File: config.mk
export PLATFORM = sky130hd
export DESIGN_NAME = tpram_arbiter
export DESIGN_NICKNAME = d
export VERILOG_FILES = /design/src/rtl/tpram_pkg.sv /design/src/rtl/rr_arb.sv /design/src/rtl/tpram_arbiter.sv
export SDC_FILE = /design/constraint.sdc
export NUM_CORES = 1
export LEC_CHECK = 0
export CORE_ASPECT_RATIO = 0.6
export CORE_UTILIZATION = 31
export CTS_CLUSTER_SIZE = 16
export DETAILED_ROUTE_END_ITERATION = 7
export PLACE_DENSITY = 0.86
export SLEW_MARGIN = 10
export SYNTH_ARGS = -nofsm -noshare
export SYNTH_HDL_FRONTEND = slang
export SYNTH_SLANG_ARGS = --single-unit
File: constraint.sdc
create_clock -name clk -period 2.26 [get_ports clk]
set_input_delay 0.452 -clock clk [delete_from_list [all_inputs] [get_ports clk]]
set_output_delay 0.452 -clock clk [all_outputs]
set_load 0.01 [all_outputs]
File: src/rtl/tpram_pkg.sv
// Shared constants for the two-port RAM arbiter.
package tpram_pkg;

    localparam int unsigned RAM_AW       = 8;
    localparam int unsigned RAM_DW       = 16;
    localparam int unsigned RAM_DEPTH    = 256;
    localparam int unsigned NREQ_DEFAULT = 2;

    // Width of a pointer that indexes n requesters (at least one bit).
    function automatic int unsigned ptr_width(input int unsigned n);
        return (n > 1) ? $clog2(n) : 1;
    endfunction

endpackage

File: src/rtl/rr_arb.sv
// Round-robin arbiter: grants the first candidate at or after the pointer,
// searching upward with wrap; the pointer moves past the winner on advance.
module rr_arb
    import tpram_pkg::*;
#(
    parameter int unsigned NREQ = NREQ_DEFAULT
) (
    input  logic            clk,
    input  logic            rst_n,
    input  logic [NREQ-1:0] cand,
    input  logic            advance,
    output logic [NREQ-1:0] gnt
);

    localparam int unsigned PW = ptr_width(NREQ);
    localparam int          N  = int'(NREQ);

    logic [PW-1:0] ptr_q, ptr_d;

    // Priority search starting at the pointer, plus next-pointer selection.
    always_comb begin
        int  idx;
        int  nxt;
        logic found;
        gnt   = '0;
        ptr_d = ptr_q;
        found = 1'b0;
        nxt   = 0;
        idx   = 0;
        for (int k = 0; k < N; k++) begin
            idx = int'(ptr_q) + k;
            if (idx >= N) begin
                idx = idx - N;
            end
            if (!found && cand[idx]) begin
                found    = 1'b1;
                gnt[idx] = 1'b1;
                nxt      = (idx + 1 == N) ? 0 : idx + 1;
            end
        end
        if (advance && found) begin
            ptr_d = PW'(nxt);
        end
    end

    // Pointer register; reset gives requester 0 top priority.
    always_ff @(posedge clk or negedge rst_n) begin
        if (!rst_n) begin
            ptr_q <= '0;
        end else begin
            ptr_q <= ptr_d;
        end
    end

endmodule

File: src/rtl/tpram_arbiter.sv
// Shares a two-port RAM between NREQ requesters: writes are arbitrated onto
// port A, reads onto port B, and read data is routed back one cycle later.
module tpram_arbiter
    import tpram_pkg::*;
#(
    parameter int unsigned NREQ = NREQ_DEFAULT,
    parameter int unsigned AW   = RAM_AW,
    parameter int unsigned DW   = RAM_DW
) (
    input  logic                 clk,
    input  logic                 rst_n,
    input  logic [NREQ-1:0]      req_valid,
    input  logic [NREQ-1:0]      req_we,
    input  logic [NREQ*AW-1:0]   req_addr,
    input  logic [NREQ*DW-1:0]   req_wdata,
    output logic [NREQ-1:0]      req_ready,
    output logic [NREQ-1:0]      rsp_valid,
    output logic [DW-1:0]        rsp_data,
    output logic                 ram_wea,
    output logic [AW-1:0]        ram_addra,
    output logic [DW-1:0]        ram_data_a,
    output logic                 ram_enb,
    output logic [AW-1:0]        ram_addrb,
    input  logic [DW-1:0]        ram_data_b
);

    logic [NREQ-1:0] wr_cand, rd_cand;
    logic [NREQ-1:0] wr_gnt, rd_gnt;
    logic [NREQ-1:0] rsp_tag_q, rsp_tag_d;

    assign wr_cand = req_valid & req_we;
    assign rd_cand = req_valid & ~req_we;

    // Ready is the grant itself, so every grant is a transfer and always advances.
    rr_arb #(
        .NREQ (NREQ)
    ) u_wr_arb (
        .clk     (clk),
        .rst_n   (rst_n),
        .cand    (wr_cand),
        .advance (1'b1),
        .gnt     (wr_gnt)
    );

    rr_arb #(
        .NREQ (NREQ)
    ) u_rd_arb (
        .clk     (clk),
        .rst_n   (rst_n),
        .cand    (rd_cand),
        .advance (1'b1),
        .gnt     (rd_gnt)
    );

    assign req_ready = wr_gnt | rd_gnt;

    // One-hot grant muxes onto the RAM ports; fields are zero with no grant.
    always_comb begin
        ram_addra  = '0;
        ram_data_a = '0;
        ram_addrb  = '0;
        for (int i = 0; i < int'(NREQ); i++) begin
            ram_addra  = ram_addra  | (req_addr[i*AW +: AW]  & {AW{wr_gnt[i]}});
            ram_data_a = ram_data_a | (req_wdata[i*DW +: DW] & {DW{wr_gnt[i]}});
            ram_addrb  = ram_addrb  | (req_addr[i*AW +: AW]  & {AW{rd_gnt[i]}});
        end
        ram_wea = |wr_gnt;
        ram_enb = |rd_gnt;
    end

    // The response tag is simply this cycle's read grant.
    always_comb begin
        rsp_tag_d = rd_gnt;
    end

    // Response tag register; reset drops any in-flight read.
    always_ff @(posedge clk or negedge rst_n) begin
        if (!rst_n) begin
            rsp_tag_q <= '0;
        end else begin
            rsp_tag_q <= rsp_tag_d;
        end
    end

    assign rsp_valid = rsp_tag_q;
    assign rsp_data  = ram_data_b;

endmodule

==> impl_metrics.py, run 1 <==
metrics = {
    "run_status": {
        "status": "finished clean",
    },
    "detailed_routing": {
        "wirelength_mm": 4.27,
        "ant_nets": 0,
        "avgRoutedWirePerCell_um": 15.3,
        "vias": 1525,
        "firstDrtPassIters": 4,
        "vias_per_cell": 5.47,
        "drc": 0,
        "drt-initial-drc-count": 67,
    },
    "cells_and_area": {
        "finalNonFillerCells": 279,
        "drive_above_1_share_pct": 21.8,
        "multi_input_area_um2": 798,
        "final_common_cell": "clkdlybuf4s50_1",
        "nFillCells": 314,
        "regArea_um2": 100,
        "fin_nets": 306,
        "final_cell_mix": "clkdlybuf4s50_1 (52), nand3_1 (48), dlygate4sd2_1 (37)",
        "postLayoutCoreUtil_pct": 63.6,
        "area_growth_pct": 86.3,
        "antenna_cells": 0,
    },
    "timing": {
        "timing.slew.headroom_pct": 84.8,
        "worst_slack_ns": 0.0516,
        "max_freq_ghz": 0.453,
        "setup_viol_count_final": 0,
        "period_minus_slack_ns": 2.21,
        "report.final.hold_viol_count": 0,
        "finalMaxSlewViolations": 0,
        "hold_ws_ns": 0.444,
        "fin_setup_tns_ns": 0,
        "finClkSkew_ns": 0.000517,
        "period_share_pct": 97.7,
        "max_slew.worst_pin.slew_ns": 0.228,
        "rsz0062_at_grt": "false",
    },
    "run": {
        "drv_cap": 0,
    },
    "power": {
        "pwr-share-clk_pct": 21.7,
        "leakagePower_nw": 0.948,
        "power_density_nw_per_um2": 311,
        "seq_power_share_pct": 13.2,
        "switching_share_pct": 33.6,
        "switchingPower_mw": 0.226,
        "power_frac_comb_pct": 65.1,
        "vdd_ir_drop_max_mv": 0.643,
        "p_int_mw": 0.447,
    },
    "critical_path": {
        "critPathLaunch": "req_valid[0]",
        "critPathMaxFanout": 12,
        "cp.required_ns": 1.81,
        "slowest_delay_ns": 0.30,
        "startpoint_type": "input port",
        "crit_top_cell": "dlygate4sd2_1",
        "critPathKind": "input port to primary output",
        "cp_slowest_cell": "bufbuf_16",
        "arrival_ns": 1.76,
        "endpoint_kind": "primary output",
        "cp_cell_sequence": "dlygate4sd2_1, and3b_2, bufbuf_16, o22ai_2, dlygate4sd2_1",
        "r2r_start": "u_rd_arb.ptr_q",
    },
    "floorplanning": {
        "start_util_pct": 34.1,
        "rows": 16,
        "die_w_um": 81.0,
        "die-area_um2": 4000,
        "die_y_um": 49.4,
        "core_um2": 3400,
        "ioPinCount": 124,
    },
    "synth": {
        "synth_fa_ha_area_share_pct": 0,
        "synth-simple-area-share_pct": 37.5,
        "syn_nets": 227,
        "synthCells": 157,
        "syn_area_um2": 1160,
        "ys_ff_latch": 4,
        "synth_compound_area_share_pct": 30.7,
        "synth_area_per_cell_um2": 7.40,
        "synthXorXnorAreaFrac_pct": 0,
        "synth-seq-area-share_pct": 8.62,
        "yosys_warnings": 0,
        "synthDistinctLibCells": 17,
        "synth_top_family_by_area": "simple AND/OR/NAND/NOR gates",
        "synth.mux.area_fraction_pct": 0,
    },
    "placement": {
        "gp_congestion": 0.829,
        "dp_hpwl_mm": 3.07,
        "dpl_worst_slack_ns": -0.322,
        "dpl.cell_count": 274,
        "io_buffer_count": 91,
    },
    "clock_network": {
        "cts_setup_buffers": 0,
        "cts_root_buffer": "clkbuf_8",
        "postCtsHoldBufs": 0,
        "insertion_delay_ns": 0.21,
        "cts_tree": "done",
        "cts.htree.levels": 1,
        "clock_sinks": 4,
        "clock_path_buffers": 2,
        "clk_transition_reported_paths_ns": 0.03,
        "numCtsBuffers": 3,
    },
    "grt": {
        "grt-ovfl-total": 0,
        "grt.total_usage_pct": 21.6,
        "grt_pass1_vias": 1460,
        "grt_antenna_before_repair": 0,
        "grt_pass1_wl_mm": 6.92,
        "grt_max_degree": 33,
    },
    "hold_path": {
        "hold_path_class": "input port to asynchronous set/reset pin",
    },
}
-- final cells by class --
cell class / count / area share, %
Multi-Input combinational cell: 113 / 36.9
Sequential cell: 4 / 4.63
Timing Repair Buffer: 114 / 54.0
Tap cell: 45 / 2.60
Clock buffer: 3 / 1.91
-- cell families after synthesis --
family / after synthesis
simple gates: 77
buf+inv: 40
flops: 4
compound gates: 36
-- power groups by stage --
stage	Clock [mW]	Combinational (mW)	Sequential, mW
6_report	0.146	0.439	0.0887
2_1_floorplan	0	0.230	0.0879
4_1_cts	0.151	0.440	0.0887
3_5_place_dp	0	0.459	0.0892
5_1_grt	0.158	0.470	0.0902
3_3_place_gp	0	0.454	0.0889
-- synth_stat cells --
cell | count | area, µm²
buf_2 | 5 | 25.0
o22ai_2 | 21 | 263
nor3b_2 | 1 | 12.5
clkbuf_1 | 10 | 37.5
nand3b_1 | 16 | 120
a21o_1 | 1 | 7.51
nand3_1 | 48 | 240
buf_4 | 20 | 150
buf_6 | 5 | 56.3
nand2_1 | 4 | 15.0
nor2_1 | 3 | 11.3
a21oi_1 | 1 | 5.00
o22ai_1 | 13 | 81.3
and3_1 | 1 | 6.26
and3b_1 | 2 | 17.5
nand2b_1 | 2 | 12.5
dfrtp_1 | 4 | 100
-- per-stage QoR --
stage                     power, mW  area [µm²]
after floorplan               0.318        1160
final                         0.674        2160
after CTS                     0.679        2160
after global routing          0.718        2160
after global placement        0.543        2120
after detailed placement      0.548        2120
-- metal layers --
layer | GRT usage, % | wire length [µm] | vias up
met3 | 6.54 | 386 | 6
met2 | 35.7 | 1950 | 75
met5 | 0 | 0 | -
met4 | 3.57 | 21 | 0
met1 | 27.9 | 1910 | 715
li1 | - | - | 729
-- worst max-delay path, delay by kind of cell --
| family | cells | cell delay, ns |
|---|---|---|
| buf+inv | 3 | 0.85 |
| compound gates | 1 | 0.19 |
| simple gates | 1 | 0.26 |
-- worst paths after layout --
kind                            slack (ns)  cells past startpoint              to
min in group clk                      0.53                      1  u_rd_arb.ptr_q
worst max register to register        1.26                      4    rsp_valid[1]
worst min register to register        0.53                      1  u_rd_arb.ptr_q
worst min-delay path                  0.44                      1    rsp_valid[0]
worst max-delay path                  0.05                      5    req_ready[1]
max in group asynchronous             1.65                      1  u_wr_arb.ptr_q
-- sequential cells by signal (all words and copies together) (netlist names) --
signal / count
rsp_valid: 2
u_rd_arb.ptr_q: 1
u_wr_arb.ptr_q: 1
-- repair_timing --
action | CTS | global route
endpoints found under the setup margin | 36 | 1
resized for setup | 44 | 1
endpoints found under the hold margin | 0 | 0
cloned | 2 | 0
pin swaps | 1 | 0
No activity file was read; power rests on OpenSTA's default activity.
==> inputs of run 2 (changes only) <==
--- a/config.mk
+++ b/config.mk
@@ -5,12 +5,15 @@
 export SDC_FILE = /design/constraint.sdc
 export NUM_CORES = 1
 export LEC_CHECK = 0
+export CELL_PAD_IN_SITES_DETAIL_PLACEMENT = 0
+export CELL_PAD_IN_SITES_GLOBAL_PLACEMENT = 1
 export CORE_ASPECT_RATIO = 0.6
-export CORE_UTILIZATION = 31
+export CORE_UTILIZATION = 19
 export CTS_CLUSTER_SIZE = 16
 export DETAILED_ROUTE_END_ITERATION = 7
-export PLACE_DENSITY = 0.86
+export PLACE_DENSITY = 0.85
 export SLEW_MARGIN = 10
 export SYNTH_ARGS = -nofsm -noshare
 export SYNTH_HDL_FRONTEND = slang
 export SYNTH_SLANG_ARGS = --single-unit
+export TNS_END_PERCENT = 20
==> run 2 against run 1 <==
Effect of this change: non-clock buffer count is 10 lower; final cell count is 9.0% higher; largest power group unchanged; via count is 2.7% lower; combinational power is 5.0% lower.
==> impl_metrics.py, run 2 (synthesis gave the netlist of run 1 again) <==
metrics = {
    "run_status": {
        "status": "finished clean",
    },
    "critical_path": {
        "critPathMaxFanout": 34,
        "crit_top_cell": "nand2_1",
        "cp.required_ns": 1.81,
        "slowest_delay_ns": 0.53,
        "endpoint_kind": "primary output",
        "crit_buf_inv": 3,
        "critPathKind": "input port to primary output",
        "startpoint_type": "input port",
        "crit_family": "buffers and inverters",
        "r2r_cells": 3,
        "cp.depth": 5,
        "cp_cell_sequence": "dlygate4sd2_1, buf_12, nand2_1, nand2_1, clkdlybuf4s50_1",
        "arrival_ns": 1.70,
        "cp_slowest_cell": "clkdlybuf4s50_1",
    },
    "clock_network": {
        "clk_transition_reported_paths_ns": 0.03,
        "postCtsHoldBufs": 0,
        "cts_root_buffer": "clkbuf_8",
        "numCtsBuffers": 3,
        "cts_tree": "done",
        "clock_sinks": 4,
        "cts_setup_buffers": 0,
        "clock_path_buffers": 2,
        "insertion_delay_ns": 0.22,
        "cts.htree.levels": 1,
    },
    "floorplanning": {
        "die_w_um": 103,
        "start_util_pct": 20.3,
        "core_um2": 5730,
        "die-area_um2": 6440,
        "rows": 21,
        "ioPinCount": 124,
        "die_y_um": 62.6,
    },
    "power": {
        "power_mw": 0.657,
        "vdd_ir_drop_max_mv": 0.179,
        "pwr-share-clk_pct": 23.0,
        "switchingPower_mw": 0.228,
        "power_frac_comb_pct": 63.5,
        "leakagePower_nw": 0.987,
        "power_density_nw_per_um2": 310,
        "p_int_mw": 0.429,
        "switching_share_pct": 34.7,
        "seq_power_share_pct": 13.5,
    },
    "grt": {
        "grt_max_degree": 35,
        "grt_pass1_wl_mm": 6.91,
        "grt_pass1_vias": 1402,
        "grt-ovfl-total": 0,
        "grt_antenna_before_repair": 0,
        "grt.total_usage_pct": 13.4,
    },
    "cells_and_area": {
        "antenna_cells": 0,
        "finalNonFillerCells": 304,
        "fin_nets": 296,
        "final_common_cell": "clkdlybuf4s50_1",
        "largest_reg_flops": 2,
        "area_growth_pct": 82.4,
        "drive_above_1_share_pct": 17.4,
        "final_cell_mix": "clkdlybuf4s50_1 (52), nand3_1 (48), dlygate4sd2_1 (29)",
    },
    "timing": {
        "rsz0062_at_grt": "false",
        "max_slew.worst_pin.slew_ns": 0.217,
        "period_share_pct": 95.4,
        "report.final.hold_viol_count": 0,
        "finalMaxSlewViolations": 0,
        "timing.slew.headroom_pct": 85.5,
        "hold_ws_ns": 0.440,
        "setup_viol_count_final": 0,
        "max_freq_ghz": 0.464,
        "finClkSkew_ns": 0.00159,
        "period_minus_slack_ns": 2.16,
    },
    "detailed_routing": {
        "drt-initial-drc-count": 72,
        "vias_per_cell": 4.88,
        "ant_nets": 0,
        "drc": 0,
        "wirelength_mm": 4.49,
        "vias": 1484,
        "firstDrtPassIters": 4,
        "avgRoutedWirePerCell_um": 14.8,
    },
    "placement": {
        "dpl.cell_count": 301,
        "dp_hpwl_mm": 3.34,
        "io_buffer_count": 91,
        "gp_congestion": 0.702,
    },
    "run": {
        "drv_cap": 0,
    },
    "hold_path": {
        "hold_path_class": "input port to asynchronous set/reset pin",
    },
}
[run 2: changes by cell type in the layout (fill, tap and decap cells not counted), sizes merged]
cell	before	now
buf	22	13
dlymetal6s2s	1	10
dlygate4sd2	37	29
bufbuf	1	0
clkdlybuf4s15	1	0
[run 2: final timing paths]
kind                       slack [ns]              to           start
max in group asynchronous        1.65    rsp_valid[1]           rst_n
setup / recovery                 0.10         ram_wea    req_valid[1]
hold / removal                   0.44  u_wr_arb.ptr_q           rst_n
hold reg to reg                  0.53  u_rd_arb.ptr_q  u_rd_arb.ptr_q
setup reg to reg                 1.28  u_wr_arb.ptr_q  u_wr_arb.ptr_q
min in group clk                 0.53  u_rd_arb.ptr_q  u_rd_arb.ptr_q
[run 2: timing repair]
item,4_1_cts,5_1_grt
gates resized for setup,32,11
setup endpoints to repair,36,11
pin swaps,0,0
hold endpoints to repair,0,0
[run 2: layer usage]
layer,GRT usage [%],part of all wire [%]
met4,2.82,0.49
met1,18.8,46
met2,20.8,45
met3,2.91,8.8
met5,0,0
[run 2: area by class of cell]
class / instances / area, µm²
clock buffer: 3 / 41.3
fill: 607 / 3610
multi-input combinational: 113 / 793
sequential: 4 / 100
tap: 80 / 100
timing repair buffer: 104 / 1080
[run 2: metrics by stage]
step | setup slack, ns | area, µm² | utilization [%] | TNS, ns
after floorplan | 0.585 | 1160 | - | 0
after global placement | -0.297 | 2080 | 36.2 | -9.38
after detailed placement | -0.336 | 2080 | 36.2 | -10.67
after CTS | -0.0741 | 2090 | 36.5 | -0.683
after global routing | 0.0315 | 2120 | 37.0 | 0
final | 0.103 | 2120 | 37.0 | 0
[run 2: power groups by stage]
stage	Sequential [mW]	Combinational [mW]	Clock (mW)
after floorplan	0.0879	0.230	0
after global placement	0.0896	0.445	0
after detailed placement	0.0889	0.448	0
after CTS	0.0883	0.425	0.154
after global routing	0.0894	0.448	0.158
final	0.0883	0.417	0.151
